### src/rtl/GNN_pkg.sv
// Shared GNN accelerator definitions: global sizing defaults and the
// state type of the vertex fire sequencer.
package GNN_pkg;

  localparam int Max_FV_num  = 16;
  localparam int Mult_per_PE = 2;
  localparam int Num_Edge_PE = 4;

  typedef enum logic [2:0] {
    IDLE,
    ISSUE,
    DRAIN,
    CMPL,
    WAIT_BUF
  } vfs_state_t;

endpackage

### src/rtl/vertex_fire_sequencer.sv
// Walks the Vertex RS across a feature vector in MULT_PER_PE-wide chunks after a fire,
// paced by PE back-pressure, then pulses complete and waits for the Vertex buffer to drain.
module vertex_fire_sequencer
  import GNN_pkg::*;
#(
  parameter int MAX_FV_NUM  = Max_FV_num,
  parameter int MULT_PER_PE = Mult_per_PE
) (
  input  logic                          clk,
  input  logic                          reset,
  input  logic                          fire,
  input  logic [$clog2(MAX_FV_NUM):0]   fv_num,
  input  logic                          pe_ready,
  input  logic                          Vertex_buf_idle,
  output logic [$clog2(MAX_FV_NUM)-1:0] start_idx,
  output logic                          pe_valid,
  output logic                          last_chunk,
  output logic                          complete,
  output logic                          busy,
  output logic                          seq_err
);

  localparam int FW = $clog2(MAX_FV_NUM) + 1;
  localparam int IW = FW - 1;
  localparam logic [FW-1:0] MULT_W     = FW'(MULT_PER_PE);
  localparam logic [FW-1:0] MAX_W      = FW'(MAX_FV_NUM);
  localparam logic [FW-1:0] ROUND_ADD  = FW'(MULT_PER_PE - 1);
  localparam logic [FW-1:0] ROUND_MASK = ~ROUND_ADD;

  vfs_state_t    state_q, state_d;
  logic [IW-1:0] start_idx_q, start_idx_d;
  logic [FW-1:0] fv_eff_q, fv_eff_d;
  logic          pe_valid_q, pe_valid_d;
  logic          last_chunk_q, last_chunk_d;
  logic          seq_err_q, seq_err_d;

  logic [FW-1:0] next_sum;
  logic [FW-1:0] fv_round;
  logic          issue;
  logic          is_last;

  always_comb begin
    // The sum is one bit wider than start_idx so the last-chunk compare never wraps.
    next_sum = {1'b0, start_idx_q} + MULT_W;
    fv_round = (fv_num + ROUND_ADD) & ROUND_MASK;
    issue    = (state_q == ISSUE) && pe_ready;
    is_last  = (next_sum >= fv_eff_q);

    state_d      = state_q;
    start_idx_d  = start_idx_q;
    fv_eff_d     = fv_eff_q;
    pe_valid_d   = issue;
    last_chunk_d = issue && is_last;
    seq_err_d    = seq_err_q;

    if (fire && (state_q != IDLE)) begin
      seq_err_d = 1'b1;
    end

    case (state_q)
      IDLE: begin
        start_idx_d = '0;
        if (fire) begin
          state_d = ISSUE;
          if (fv_num == '0) begin
            fv_eff_d  = MULT_W;
            seq_err_d = 1'b1;
          end else if (fv_num > MAX_W) begin
            fv_eff_d  = MAX_W;
            seq_err_d = 1'b1;
          end else begin
            fv_eff_d = fv_round;
            if (fv_round != fv_num) begin
              seq_err_d = 1'b1;
            end
          end
        end
      end
      ISSUE: begin
        if (issue) begin
          if (is_last) begin
            state_d = DRAIN;
          end else begin
            start_idx_d = next_sum[IW-1:0];
          end
        end
      end
      DRAIN: begin
        state_d = CMPL;
      end
      CMPL: begin
        state_d     = WAIT_BUF;
        start_idx_d = '0;
      end
      WAIT_BUF: begin
        start_idx_d = '0;
        if (Vertex_buf_idle) begin
          state_d = IDLE;
        end
      end
      default: begin
        state_d     = IDLE;
        start_idx_d = '0;
      end
    endcase
  end

  always_ff @(posedge clk or posedge reset) begin
    if (reset) begin
      state_q      <= IDLE;
      start_idx_q  <= '0;
      fv_eff_q     <= '0;
      pe_valid_q   <= 1'b0;
      last_chunk_q <= 1'b0;
      seq_err_q    <= 1'b0;
    end else begin
      state_q      <= state_d;
      start_idx_q  <= start_idx_d;
      fv_eff_q     <= fv_eff_d;
      pe_valid_q   <= pe_valid_d;
      last_chunk_q <= last_chunk_d;
      seq_err_q    <= seq_err_d;
    end
  end

  assign start_idx  = start_idx_q;
  assign pe_valid   = pe_valid_q;
  assign last_chunk = last_chunk_q;
  assign complete   = (state_q == CMPL);
  assign busy       = (state_q != IDLE);
  assign seq_err    = seq_err_q;

endmodule

### config.mk
export PLATFORM = sky130hd
export DESIGN_NAME = vertex_fire_sequencer
export DESIGN_NICKNAME = d
export VERILOG_FILES = /design/src/rtl/GNN_pkg.sv /design/src/rtl/vertex_fire_sequencer.sv
export SDC_FILE = /design/constraint.sdc
export NUM_CORES = 1
export LEC_CHECK = 0
export ABC_AREA = 1
export CAP_MARGIN = 0
export CELL_PAD_IN_SITES_DETAIL_PLACEMENT = 1
export CELL_PAD_IN_SITES_GLOBAL_PLACEMENT = 1
export CORE_MARGIN = 1
export CORE_UTILIZATION = 34
export CTS_BUF_LIST = sky130_fd_sc_hd__clkbuf_8
export CTS_CLUSTER_SIZE = 12
export DETAILED_ROUTE_END_ITERATION = 7
export HOLD_SLACK_MARGIN = 0.05
export PLACE_DENSITY_LB_ADDON = 0.1
export SYNTH_ARGS = -nofsm -noshare
export SYNTH_HDL_FRONTEND = slang
export SYNTH_SLANG_ARGS = --single-unit
### constraint.sdc
create_clock -name clk -period 1.6 [get_ports clk]
set_input_delay 0.48 -clock clk [delete_from_list [all_inputs] [get_ports clk]]
set_output_delay 0.48 -clock clk [all_outputs]
set_load 0.01 [all_outputs]
* Yosys cells after proc, flatten, opt, wreduce, memory -nomap -nowiden
Cells that the tools add are included.
W data, S select, Z words.
** Storage, ports and cells
- Output and inout bits :: 9
- Bits in registers :: 15
- Input bits :: 10
- Word-level logic and storage cells :: 46
** Cells by class
- Bitwise operators :: 1
- Eq/ne operators :: 10
- Reductions and logical operators :: 9
- Muxes and demuxes :: 16
- $add $sub $neg :: 2
- $lt $le $gt $ge :: 2
** Operators with widths (count)
- $pmux W3 S5 :: 1
- $mux W3 :: 4
- $mux W5 :: 2
- $ne A2 B2 Y1 const B :: 5
- $mux W4 :: 2
- $pmux W4 S2 :: 1
- $eq A3 B2 Y1 const B :: 2
- $mux W1 :: 6
- $add A4 B2 Y5 const B :: 1
- $add A5 B1 Y5 const B :: 1
- $ge A5 B5 Y1 :: 1
- $gt A5 B5 Y1 const B :: 1
- $logic_not A5 Y1 :: 1
- $ne A5 B5 Y1 :: 1
- $reduce_and A4 Y1 :: 1
- $eq A3 B1 Y1 const B :: 1
- $eq A3 B3 Y1 const B :: 1
- $logic_and A1 B1 Y1 :: 3
- $logic_not A3 Y1 :: 1
- $reduce_and A3 Y1 :: 1
- $reduce_bool A3 Y1 :: 1
- $reduce_and A2 Y1 :: 1
- $not A1 Y1 :: 1

* Depth between registers and ports, before layout
- Depth in word-level cells :: 8
- Mapped depth :: 10
- Depth with buffers taken out :: 10

* Worst setup path after synthesis
OpenSTA, ideal clock, no wires.
- Kind :: flip-flop to flip-flop
- Start point :: register start_idx_q[1], in the netlist start_idx[1]
- End point :: register start_idx_q[3], in the netlist start_idx[3]
- Path buffers :: 0
- Cell stages (with the launch flop) :: 9
- Arrival :: 1600 ps
- Period minus slack after synthesis :: 1666 ps
- Required time :: 1535 ps
- Setup slack :: -66 ps
- Library setup time :: 65 ps
- Cells stage by stage :: dfrtp_1 > ha_1 > xor2_1 > ha_1 > a21oi_1 > nand3_1 > nor2_2 > nand3_1 > nand2_1
** On the way
- Longest elaborated chain between the ends :: 4
- Elaborated cells on any way between the ends :: 7
- Those cells by class :: 1 x add/sub; 1 x order compare; 1 x eq/ne; 3 x mux; 1 x reduce/logical
** RTL lines
- from (decl) :: RTL line vertex_fire_sequencer.sv:31 : logic [IW-1:0] start_idx_q, start_idx_d;
- from (signal assigned) :: RTL line vertex_fire_sequencer.sv:118 : start_idx_q <= start_idx_d;
- $add A4 B2 Y5 (*) :: RTL line vertex_fire_sequencer.sv:44 : next_sum = {1'b0, start_idx_q} + MULT_W;
- $ge A5 B5 Y1 or $mux W4 (tied branches) :: RTL line vertex_fire_sequencer.sv:47, vertex_fire_sequencer.sv:81
- $ne A2 B2 Y1 (no line) or $mux W4 (tied branches)
- $reduce_and A3 Y1 (no line) or $pmux W4 S2 (tied branches)
Every way passes the cells marked *; elsewhere a longest branch is shown, timed or not. The select of a mux whose other input is x is not followed.
A chain may end at the register's enable or synchronous reset.

* Final worst setup path
- Start point :: register start_idx_q[1], in the netlist start_idx[1]
- End point :: register start_idx_q[2], in the netlist start_idx[2]
Same word-level chain as after synthesis.

==> flow_summary.ini <==
[logic_synthesis]
synth-seq-cells = 13
yosys-top-cells-count = inv_1, nand2_1, dfrtp_1, nand3_1, ha_1
synth_fp_nets = 137
synthAdderAreaFrac = 0.0949
synth_simple_gate_area_frac = 0.354
synth_compound_area_frac = 0.0542
yosysMostFrequentCell = inv_1
synthArstFlopShare = 1.00
synth_edf_count = 0
seq_area_frac_synth = 0.352
synth_xor_area_frac = 0.0190
synth_top_family_by_area = simple AND/OR/NAND/NOR gates
syn_area_per_cell_um2 = 7.69
synth_area_leader_cell = dfrtp_1
yosysTopAreaCellShare = 0.352
ys_types = 25
netlist_instances = 120
syn_area_um2 = 923
synth_mux_area_frac = 0
ys.warnings.count = 0
synth_ff_type = dfrtp_1
synth_area_leaders = dfrtp_1, inv_1, ha_1

[final_layout]
fin_area_mm2 = 0.00142
post-route-util = 0.562
post_route_cells_drive_above_1_share = 0.373
nets = 179
antenna_cells = 0
final_cells = 191
nFillCells = 322
area_growth_pct = 53.4

[drt]
ant_nets = 0
post_drt_wl_per_cell_um = 14.1
vias = 920
drt-initial-drc-count = 8
remaining_drc_errors = 0
drt-total-wl_um = 2690
viasPerCell = 4.82
firstDrtPassIters = 4

[status]
violations = negative setup slack
run_status = finished, violations left

[pwr]
p_per_area_mw_per_mm2 = 1580
total_power_mw = 2.23
irDropWorstVdd_v = 0.000899
p_leak_nw = 0.778

[timing]
fin_crit_sh = 1.08
clock.fmax_ghz = 0.579
rsz0062_at_grt = true
drv_slew = 0
final-setup-viol-count = 6
hold_viol_final = 0
worst_slack_ps = -126
period_minus_slack_ps = 1730
fin_worst_skew_ps = 4.11

[grt]
grtUsageMet3 = 0.0339
grt_pass1_vias = 931
use_met1 = 0.212
grt_max_degree = 14
grt_use_total = 0.202
grtUsageMet2 = 0.393
grt-busiest-layer = met2
grt_antenna_before_repair = 0
grt_pass1_wl_um = 4080
grt.overflow.total = 0

[placement]
portBuffers = 17
place.gp.congestion = 0.742
dpl_cell_area_mm2 = 0.00127
dp.cells = 184
place.detailed.hpwl_um = 1930

[clock_tree]
ctsHoldBuffers = 0
clock_tree.root_cell = clkbuf_8
cts_num_sinks = 13
cts_buffer_depth = 2
insertion_delay_ps = 250
cts.htree.levels = 1
clk_pin_slew_ps = 60
cts_buffers = 3
cts_tree = yes

[hold_path]
min_path_type = register to register
hold-path-cell-count = 2

[critical_path]
crit_path_end_kind = register
path_buf_inv = 1
r2r_cells = 10
slowest_stage = dfrtp_1
cp_cell_sequence = ha_2, xor2_2, ha_1, nand2_1, inv_2, nand2_2, nand3_4, nor2_4, nand3_2, nand2_2
critPathTopFamily = simple AND/OR/NAND/NOR gates
cp_data_required_time_ps = 1780
path_common_cell = nand2_2
cp.depth = 10
start_kind = register
critical_path.max_fanout = 3
crit_type = register to register
crit_arrival_ps = 1910
max_stage_delay_ps = 380

[die]
die-height_um = 54.1
io_pins = 19
die_area_mm2 = 0.00293
initial_core_util = 0.366
die_w_um = 54.1
placeableCoreArea_mm2 = 0.00252
rows = 18

[run]
drv_cap = 0
==> through the flow <==
| stage | setup TNS (ps) | hold slack (ps) | worst slack [ps] |
|---|---|---|---|
| after floorplan | -81.6 | 357 | -28.8 |
| after global placement | -1490 | 448 | -274 |
| after detailed placement | -2170 | 489 | -374 |
| after CTS | -487 | 499 | -116 |
| after global routing | -1060 | 549 | -232 |
| final | -419 | 489 | -126 |
==> power breakdown <==
part | leakage (nW) | internal (mW) | switching (mW)
clock network | 0.0269 | 0.170 | 0.125
registers | 0.164 | 0.442 | 0.0563
logic | 0.587 | 0.631 | 0.807
==> sequential cells by signal, summed over array words and instances, names as in the netlist <==
| signal | count |
|---|---|
| fv_eff_q | 4 |
| state_q | 3 |
| last_chunk | 1 |
| pe_valid | 1 |
| seq_err | 1 |
| start_idx | 3 |
==> repair_timing <==
| item | 4_1_cts | 5_1_grt |
|---|---|---|
| setup buffers | 2 | 1 |
| gates cloned | 0 | 0 |
| endpoints found under the setup margin | 15 | 10 |
| resized for setup | 21 | 15 |
| pin swaps | 7 | 11 |
| endpoints found under the hold margin | 0 | 0 |
==> logic make-up after synthesis <==
family          after synthesis
compound gates                9
xor+xnor                      2
fa+ha+maj                     7
buf+inv                      29
flops                        13
other cells                   1
simple gates                 59
==> worst register-to-register path: stages, from the launching register on <==
cell     delay (ps)
dfrtp_1         380
ha_2            200
xor2_2          160
ha_1            320
nand2_1          80
inv_2            40
nand2_2          70
nand3_4          80
nor2_4          160
nand3_2          90
nand2_2          90
==> area by class of cell <==
class	instances	area (um^2)	area share
sequential	13	325	0.230
inverter	28	105	0.0742
timing repair buffer	38	323	0.228
tap	30	37.5	0.0265
multi-input combinational	78	581	0.410
clock buffer	3	41.3	0.0292
clock inverter	1	3.75	0.00265
==> metal layers <==
metal / vias up / part of all wire
li1: 456 / -
met1: 444 / 0.38
met2: 15 / 0.58
met3: 5 / 0.023
met4: 0 / 0.020
met5: - / 0
==> layout by cell type (no fill, tap or decap), types with 3 or more instances in the layout <==
cell type and n:
dlygate4sd2_1 6, nand3_1 9, inv_1 23, inv_2 6, clkdlybuf4s50_1 7, nor2_2 4, nand2_1 20, ha_1 3
dfrtp_1 13, nand4_1 4, clkbuf_8 3, nand2_2 6, o21ai_1 5, nand3_2 4, buf_4 19, nor2_1 3
==> final timing paths <==
kind | end | startpoint | slack (ps)
worst max-delay path | start_idx[2]$_DFFE_PP0P_ | start_idx[1]$_DFFE_PP0P_ | -130
worst min-delay path | seq_err$_DFF_PP0_ | seq_err$_DFF_PP0_ | 490
worst max register to register | start_idx[2]$_DFFE_PP0P_ | start_idx[1]$_DFFE_PP0P_ | -130
worst min register to register | seq_err$_DFF_PP0_ | seq_err$_DFF_PP0_ | 490
max in group asynchronous | start_idx[2]$_DFFE_PP0P_ | reset | 900
min in group asynchronous | seq_err$_DFF_PP0_ | reset | 530
(Power assumes the default switching activity.)
